`src/rtl/mem_access_pkg.sv`:
```
// Shared types and lane helpers for the load/store access unit.
package mem_access_pkg;

  typedef enum logic [1:0] {
    SIZE_BYTE = 2'b00,
    SIZE_HALF = 2'b01,
    SIZE_WORD = 2'b10,
    SIZE_RSVD = 2'b11
  } access_size_t;

  typedef enum logic [1:0] {IDLE, ACCESS, WRITE, RESP} mau_state_t;

  localparam logic [3:0] LANE_MASK_BYTE = 4'b0001;
  localparam logic [3:0] LANE_MASK_HALF = 4'b0011;
  localparam logic [3:0] LANE_MASK_WORD = 4'b1111;

  // Byte lanes touched by an access, already shifted to its offset.
  function automatic logic [3:0] lane_mask(access_size_t size, logic [1:0] offset);
    logic [3:0] m;
    case (size)
      SIZE_BYTE: m = LANE_MASK_BYTE;
      SIZE_HALF: m = LANE_MASK_HALF;
      SIZE_WORD: m = LANE_MASK_WORD;
      default:   m = 4'b0000;
    endcase
    return m << offset;
  endfunction

  function automatic logic is_bad_access(access_size_t size, logic [1:0] offset);
    case (size)
      SIZE_HALF: return offset[0];
      SIZE_WORD: return offset != 2'b00;
      SIZE_RSVD: return 1'b1;
      default:   return 1'b0;
    endcase
  endfunction

endpackage

```
`src/rtl/mem_lane_align.sv`:
```
// Combinational byte-lane steering: load extract/extend and sub-word store merge.
module mem_lane_align
  import mem_access_pkg::*;
(
  input  logic [1:0]  size_i,
  input  logic [1:0]  offset_i,
  input  logic        signed_i,
  input  logic [31:0] rd_word_i,
  input  logic [31:0] st_data_i,
  output logic [31:0] load_data_o,
  output logic [31:0] merged_o
);

  access_size_t size;
  logic [31:0]  shifted;
  logic [31:0]  st_shifted;
  logic [3:0]   mask;

  assign size = access_size_t'(size_i);

  always_comb begin
    shifted    = rd_word_i >> {offset_i, 3'b000};
    st_shifted = st_data_i << {offset_i, 3'b000};
    mask       = lane_mask(size, offset_i);

    case (size)
      SIZE_BYTE: load_data_o = {{24{signed_i & shifted[7]}}, shifted[7:0]};
      SIZE_HALF: load_data_o = {{16{signed_i & shifted[15]}}, shifted[15:0]};
      default:   load_data_o = rd_word_i;
    endcase

    merged_o = rd_word_i;
    for (int k = 0; k < 4; k++) begin
      if (mask[k]) merged_o[8*k +: 8] = st_shifted[8*k +: 8];
    end
  end

endmodule

```
`src/rtl/mem_access_unit.sv`:
```
// Single-outstanding load/store initiator with read-modify-write for sub-word stores.
module mem_access_unit
  import mem_access_pkg::*;
#(
  parameter int unsigned WIDTH = 32,
  parameter int unsigned DEPTH = 10
) (
  input  logic             clock,
  input  logic             resetN,
  input  logic             reqValid,
  output logic             reqReady,
  input  logic             reqWrite,
  input  logic [1:0]       reqSize,
  input  logic             reqSigned,
  input  logic [31:0]      reqAddress,
  input  logic [31:0]      reqWriteData,
  output logic             respValid,
  input  logic             respReady,
  output logic [31:0]      respData,
  output logic             respError,
  output logic [DEPTH-1:0] memAddressRead,
  output logic [DEPTH-1:0] memAddressWrite,
  output logic             memEnableRead,
  output logic             memEnableWrite,
  output logic [WIDTH-1:0] memDataIn,
  input  logic [WIDTH-1:0] memDataOut
);

  mau_state_t       state_q, state_d;
  logic [DEPTH-1:0] addr_q, addr_d;
  logic [1:0]       offset_q, offset_d;
  access_size_t     size_q, size_d;
  logic             signed_q, signed_d;
  logic             write_q, write_d;
  logic [31:0]      wdata_q, wdata_d;
  logic [31:0]      merged_q, merged_d;
  logic [31:0]      resp_data_q, resp_data_d;
  logic             resp_error_q, resp_error_d;

  logic [31:0]      load_data;
  logic [31:0]      merged_word;
  access_size_t     req_size;

  // Upper address bits alias onto the same words.
  logic unused_addr_hi;
  assign unused_addr_hi = ^reqAddress[31:DEPTH+2];

  assign req_size = access_size_t'(reqSize);

  mem_lane_align u_align (
    .size_i      (size_q),
    .offset_i    (offset_q),
    .signed_i    (signed_q),
    .rd_word_i   (memDataOut),
    .st_data_i   (wdata_q),
    .load_data_o (load_data),
    .merged_o    (merged_word)
  );

  always_comb begin
    state_d        = state_q;
    addr_d         = addr_q;
    offset_d       = offset_q;
    size_d         = size_q;
    signed_d       = signed_q;
    write_d        = write_q;
    wdata_d        = wdata_q;
    merged_d       = merged_q;
    resp_data_d    = resp_data_q;
    resp_error_d   = resp_error_q;
    memEnableRead  = 1'b0;
    memEnableWrite = 1'b0;
    memDataIn      = '0;

    case (state_q)
      IDLE: begin
        if (reqValid) begin
          addr_d       = reqAddress[DEPTH+1:2];
          offset_d     = reqAddress[1:0];
          size_d       = req_size;
          signed_d     = reqSigned;
          write_d      = reqWrite;
          wdata_d      = reqWriteData;
          resp_data_d  = '0;
          resp_error_d = is_bad_access(req_size, reqAddress[1:0]);
          state_d      = resp_error_d ? RESP : ACCESS;
        end
      end
      ACCESS: begin
        if (write_q && size_q == SIZE_WORD) begin
          memEnableWrite = 1'b1;
          memDataIn      = wdata_q;
          state_d        = RESP;
        end else if (write_q) begin
          memEnableRead = 1'b1;
          merged_d      = merged_word;
          state_d       = WRITE;
        end else begin
          memEnableRead = 1'b1;
          resp_data_d   = load_data;
          state_d       = RESP;
        end
      end
      WRITE: begin
        memEnableWrite = 1'b1;
        memDataIn      = merged_q;
        state_d        = RESP;
      end
      RESP: begin
        if (respReady) state_d = IDLE;
      end
      default: state_d = IDLE;
    endcase
  end

  always_ff @(posedge clock or negedge resetN) begin
    if (!resetN) begin
      state_q      <= IDLE;
      addr_q       <= '0;
      offset_q     <= '0;
      size_q       <= SIZE_BYTE;
      signed_q     <= 1'b0;
      write_q      <= 1'b0;
      wdata_q      <= '0;
      merged_q     <= '0;
      resp_data_q  <= '0;
      resp_error_q <= 1'b0;
    end else begin
      state_q      <= state_d;
      addr_q       <= addr_d;
      offset_q     <= offset_d;
      size_q       <= size_d;
      signed_q     <= signed_d;
      write_q      <= write_d;
      wdata_q      <= wdata_d;
      merged_q     <= merged_d;
      resp_data_q  <= resp_data_d;
      resp_error_q <= resp_error_d;
    end
  end

  // Ready is held low while reset is asserted so every output reads 0.
  assign reqReady        = (state_q == IDLE) && resetN;
  assign respValid       = (state_q == RESP);
  assign respData        = respValid ? resp_data_q : '0;
  assign respError       = respValid & resp_error_q;
  assign memAddressRead  = addr_q;
  assign memAddressWrite = addr_q;

endmodule

```
`config.mk`:
```
export PLATFORM = sky130hd
export DESIGN_NAME = mem_access_unit
export DESIGN_NICKNAME = d
export VERILOG_FILES = /design/src/rtl/mem_access_pkg.sv /design/src/rtl/mem_lane_align.sv /design/src/rtl/mem_access_unit.sv
export SDC_FILE = /design/constraint.sdc
export NUM_CORES = 1
export LEC_CHECK = 0
export CAP_MARGIN = 5
export CORE_ASPECT_RATIO = 0.9
export CORE_MARGIN = 5
export CORE_UTILIZATION = 48
export DETAILED_ROUTE_END_ITERATION = 7
export PLACE_DENSITY = 0.81
export SLEW_MARGIN = 5
export SYNTH_ARGS = -nofsm -noshare
export SYNTH_HDL_FRONTEND = slang
export SYNTH_SLANG_ARGS = --single-unit
```
`constraint.sdc`:
```
create_clock -name clock -period 2.33 [get_ports clock]
set_input_delay 0.3495 -clock clock [delete_from_list [all_inputs] [get_ports clock]]
set_output_delay 0.3495 -clock clock [all_outputs]
set_load 0.03 [all_outputs]
```
==> results.sh <==
export IMPL_reg2regPathDepth=6
export IMPL_path_clk_slew_ns=0.05
export IMPL_core_area_um2=13360
export IMPL_dr_pass1_iters=8
export IMPL_max_slew_margin_pct=45.38
export IMPL_dpl_cell_count=971
export IMPL_synth_flop_cell="dfrtp_1"
export IMPL_timing_rr_end="resp_data_q[31]"
export IMPL_grt_pass1_wl_um=33400
export IMPL_rsz0062_at_grt="yes"
export IMPL_end_kind="output pin"
export IMPL_reg2reg_from="offset_q[1]"
export IMPL_drt_iter0_drc=514
export IMPL_syn_instance_count=666
export IMPL_cts_sinks=115
export IMPL_chipHeight_um=120.7
export IMPL_drv_cap=0
export IMPL_antenna_found_initial=0
export IMPL_finalNetCount=942
export IMPL_whs_ns=0.03998
export IMPL_hold_viol=0
export IMPL_cpLargestDelayFamily="buffers and inverters"
export IMPL_worstMarginPinSlew_ns=0.8193
export IMPL_cts_buffers=17
export IMPL_synth_seq_cells=115
export IMPL_die_w_um=133.0
export IMPL_hpwl_um=15370
export IMPL_crit_path_max_incr_delay_ns=0.43
export IMPL_report_power_total_uw=14950
export IMPL_peakVddDrop_mv=0.8669
export IMPL_synth_edff_count=0
export IMPL_netlist_top_cells_count="dfrtp_1, nand2_1, mux2_2, o21ai_0, nor2b_1"
export IMPL_wire_per_inst_um=21.70
export IMPL_critical_path_class="reg -> out"
export IMPL_fin_cells=1011
export IMPL_netlist_area_leader_share_pct=44.03
export IMPL_yosys_area_top_type="dfrtp_1"
export IMPL_vias=5937
export IMPL_cts_root_buf="clkbuf_16"
export IMPL_track_usage_pct=26.43
export IMPL_grt_pass1_vias=6037
export IMPL_postRouteAntennaNets=0
export IMPL_path_max_fanout=8
export IMPL_cp_cell_sequence="inv_2, ha_4, and3_4, buf_6, a22oi_1, nor2b_1, buf_4"
export IMPL_synth_area_per_cell_um2=9.814
export IMPL_route_detailed_drc=0
export IMPL_violations="negative setup slack"
export IMPL_synthArstFlopShare_pct=100.0
export IMPL_die_area_um2=16050
export IMPL_synth_cell_types=44
export IMPL_p_per_area_nw_per_um2=1531
export IMPL_arrival_ns=2.03
export IMPL_yosysSeqAreaShare_pct=44.03
export IMPL_wirelength_um=21940
export IMPL_fin_tns_setup_ns=-0.4909
export IMPL_area_growth_syn_to_layout_pct=49.41
export IMPL_yosysWarnings=0
export IMPL_fin_crit_sh_pct=102.1
export IMPL_cts_tree="yes"
export IMPL_p_leak_uw=0.004182
export IMPL_cts_path_max_buffers=2
export IMPL_place_ws_ns=0.05704
export IMPL_status="finished, violations left"
export IMPL_synth_area_top_cells="dfrtp_1, mux2_2, nand2_1, o21ai_0, nor2b_1"
export IMPL_final_min_clock_period_ns=2.378
export IMPL_clock_latency_ns=0.42
export IMPL_start_kind="flip-flop"
export IMPL_drt_vias_per_instance=5.872
export IMPL_cp_slowest_cell="dfrtp_1"
export IMPL_row_count=40
export IMPL_cp_data_required_time_ns=1.98
export IMPL_syn_num_nets=778
export IMPL_drive_gt1_share_pct=31.67
export IMPL_synth_most_common_cell="dfrtp_1"
export IMPL_ctsHoldBuffers=0
export IMPL_setup_viol=23
export IMPL_fin_skew_ns=0.008055
export IMPL_setup_slack_ns=-0.04822
export IMPL_r2r_slack_ns=0.17
export IMPL_hold_path_class="in -> async"
export IMPL_ios=193
export IMPL_insertedDiodeCount=0
export IMPL_synth_area_um2=6536
export IMPL_slew_viol_final=0
export IMPL_gp_congestion=0.8813
export IMPL_worst_path_buf_inv=3
export IMPL_start_util_pct=48.91
export IMPL_grt_max_degree=116
export IMPL_fmax_mhz=420.5
export IMPL_grt_remaining_overflow=0
export IMPL_io_buffers=172
export IMPL_htreeDepth=4
-- cell families after synthesis --
| kind of cell | synth area share, % |
|---|---|
| AND/OR/NAND/NOR | 16.62 |
| AO/OA/AOI/OAI | 18.34 |
| flip-flops | 44.03 |
| multiplexers | 13.99 |
| buffers and inverters | 5.494 |
| adder cells (fa/ha/maj) | 1.531 |
-- how the worst max path moves through the flow --
| stage | startpoint | to | depth (start not counted) |
|---|---|---|---|
| 2_1_floorplan | state_q[1] | memDataIn[22] | 7 |
| 3_3_place_gp | memDataOut[7] | resp_data_q[17] | 6 |
| 3_5_place_dp | memDataOut[31] | resp_data_q[31] | 6 |
| 4_1_cts | state_q[0] | respData[31] | 3 |
| 5_1_grt | size_q[0] | memDataIn[29] | 7 |
| 6_report | size_q[0] | memDataIn[5] | 7 |
-- layout by cell type (no fill, tap or decap), drive strengths merged, types with 6 or more instances in the layout --
cell type	count
o22ai	9
clkdlybuf4s50	103
a32oi	7
nor2b	45
buf	91
nand2b	11
mux2i	25
clkbuf	30
dfrtp	115
nor4	8
o21ai	68
o221ai	6
nand2	80
a221o	16
a22oi	34
a211oi	17
inv	16
ha	8
nor2	21
mux2	57
and2	37
-- state kept, by name, summed over array words and instances, names as in the netlist --
| name | cells |
|---|---|
| resp_data_q | 32 |
| signed_q | 1 |
| offset_q | 2 |
| merged_q | 32 |
| wdata_q | 32 |
| resp_error_q | 1 |
| memAddressRead | 10 |
| write_q | 1 |
| state_q | 2 |
| size_q | 2 |
-- final cells by class --
type,instances,area (um2)
Multi-Input combinational cell,473,3553
Inverter,16,60.06
Clock buffer,23,508.0
Tap cell,168,210.2
Fill cell,901,3597
Clock inverter,9,147.6
Sequential cell,115,2880
Timing Repair Buffer,207,2406
-- what timing repair did --
action	CTS	global route
cloned	0	4
pin swaps	0	3
setup endpoints to repair	40	41
buffers inserted	0	4
resized for setup	26	52
-- metrics by stage --
step,instance area (um2),utilization [%]
after floorplan,6536,-
after global placement,8708,65.17
after detailed placement,8708,65.17
after CTS,9424,70.52
after global routing,9766,73.08
final,9766,73.08
-- metal layers --
metal  share of wire [%]  GRT usage, %  vias to the layer above
met1                  40         34.78                     2890
li1                    -             -                     2697
met5                   0             0                        -
met4                 2.1         9.610                        0
met3                 7.7         6.364                       39
met2                  50         42.61                      311
-- report_power, final --
group,switching (uW),internal (uW),leakage [uW]
Combinational,4350,3860,0.00243
Clock,915,1950,0.000325
Sequential,957,2910,0.00142
No activity file was read; power rests on OpenSTA's default activity.
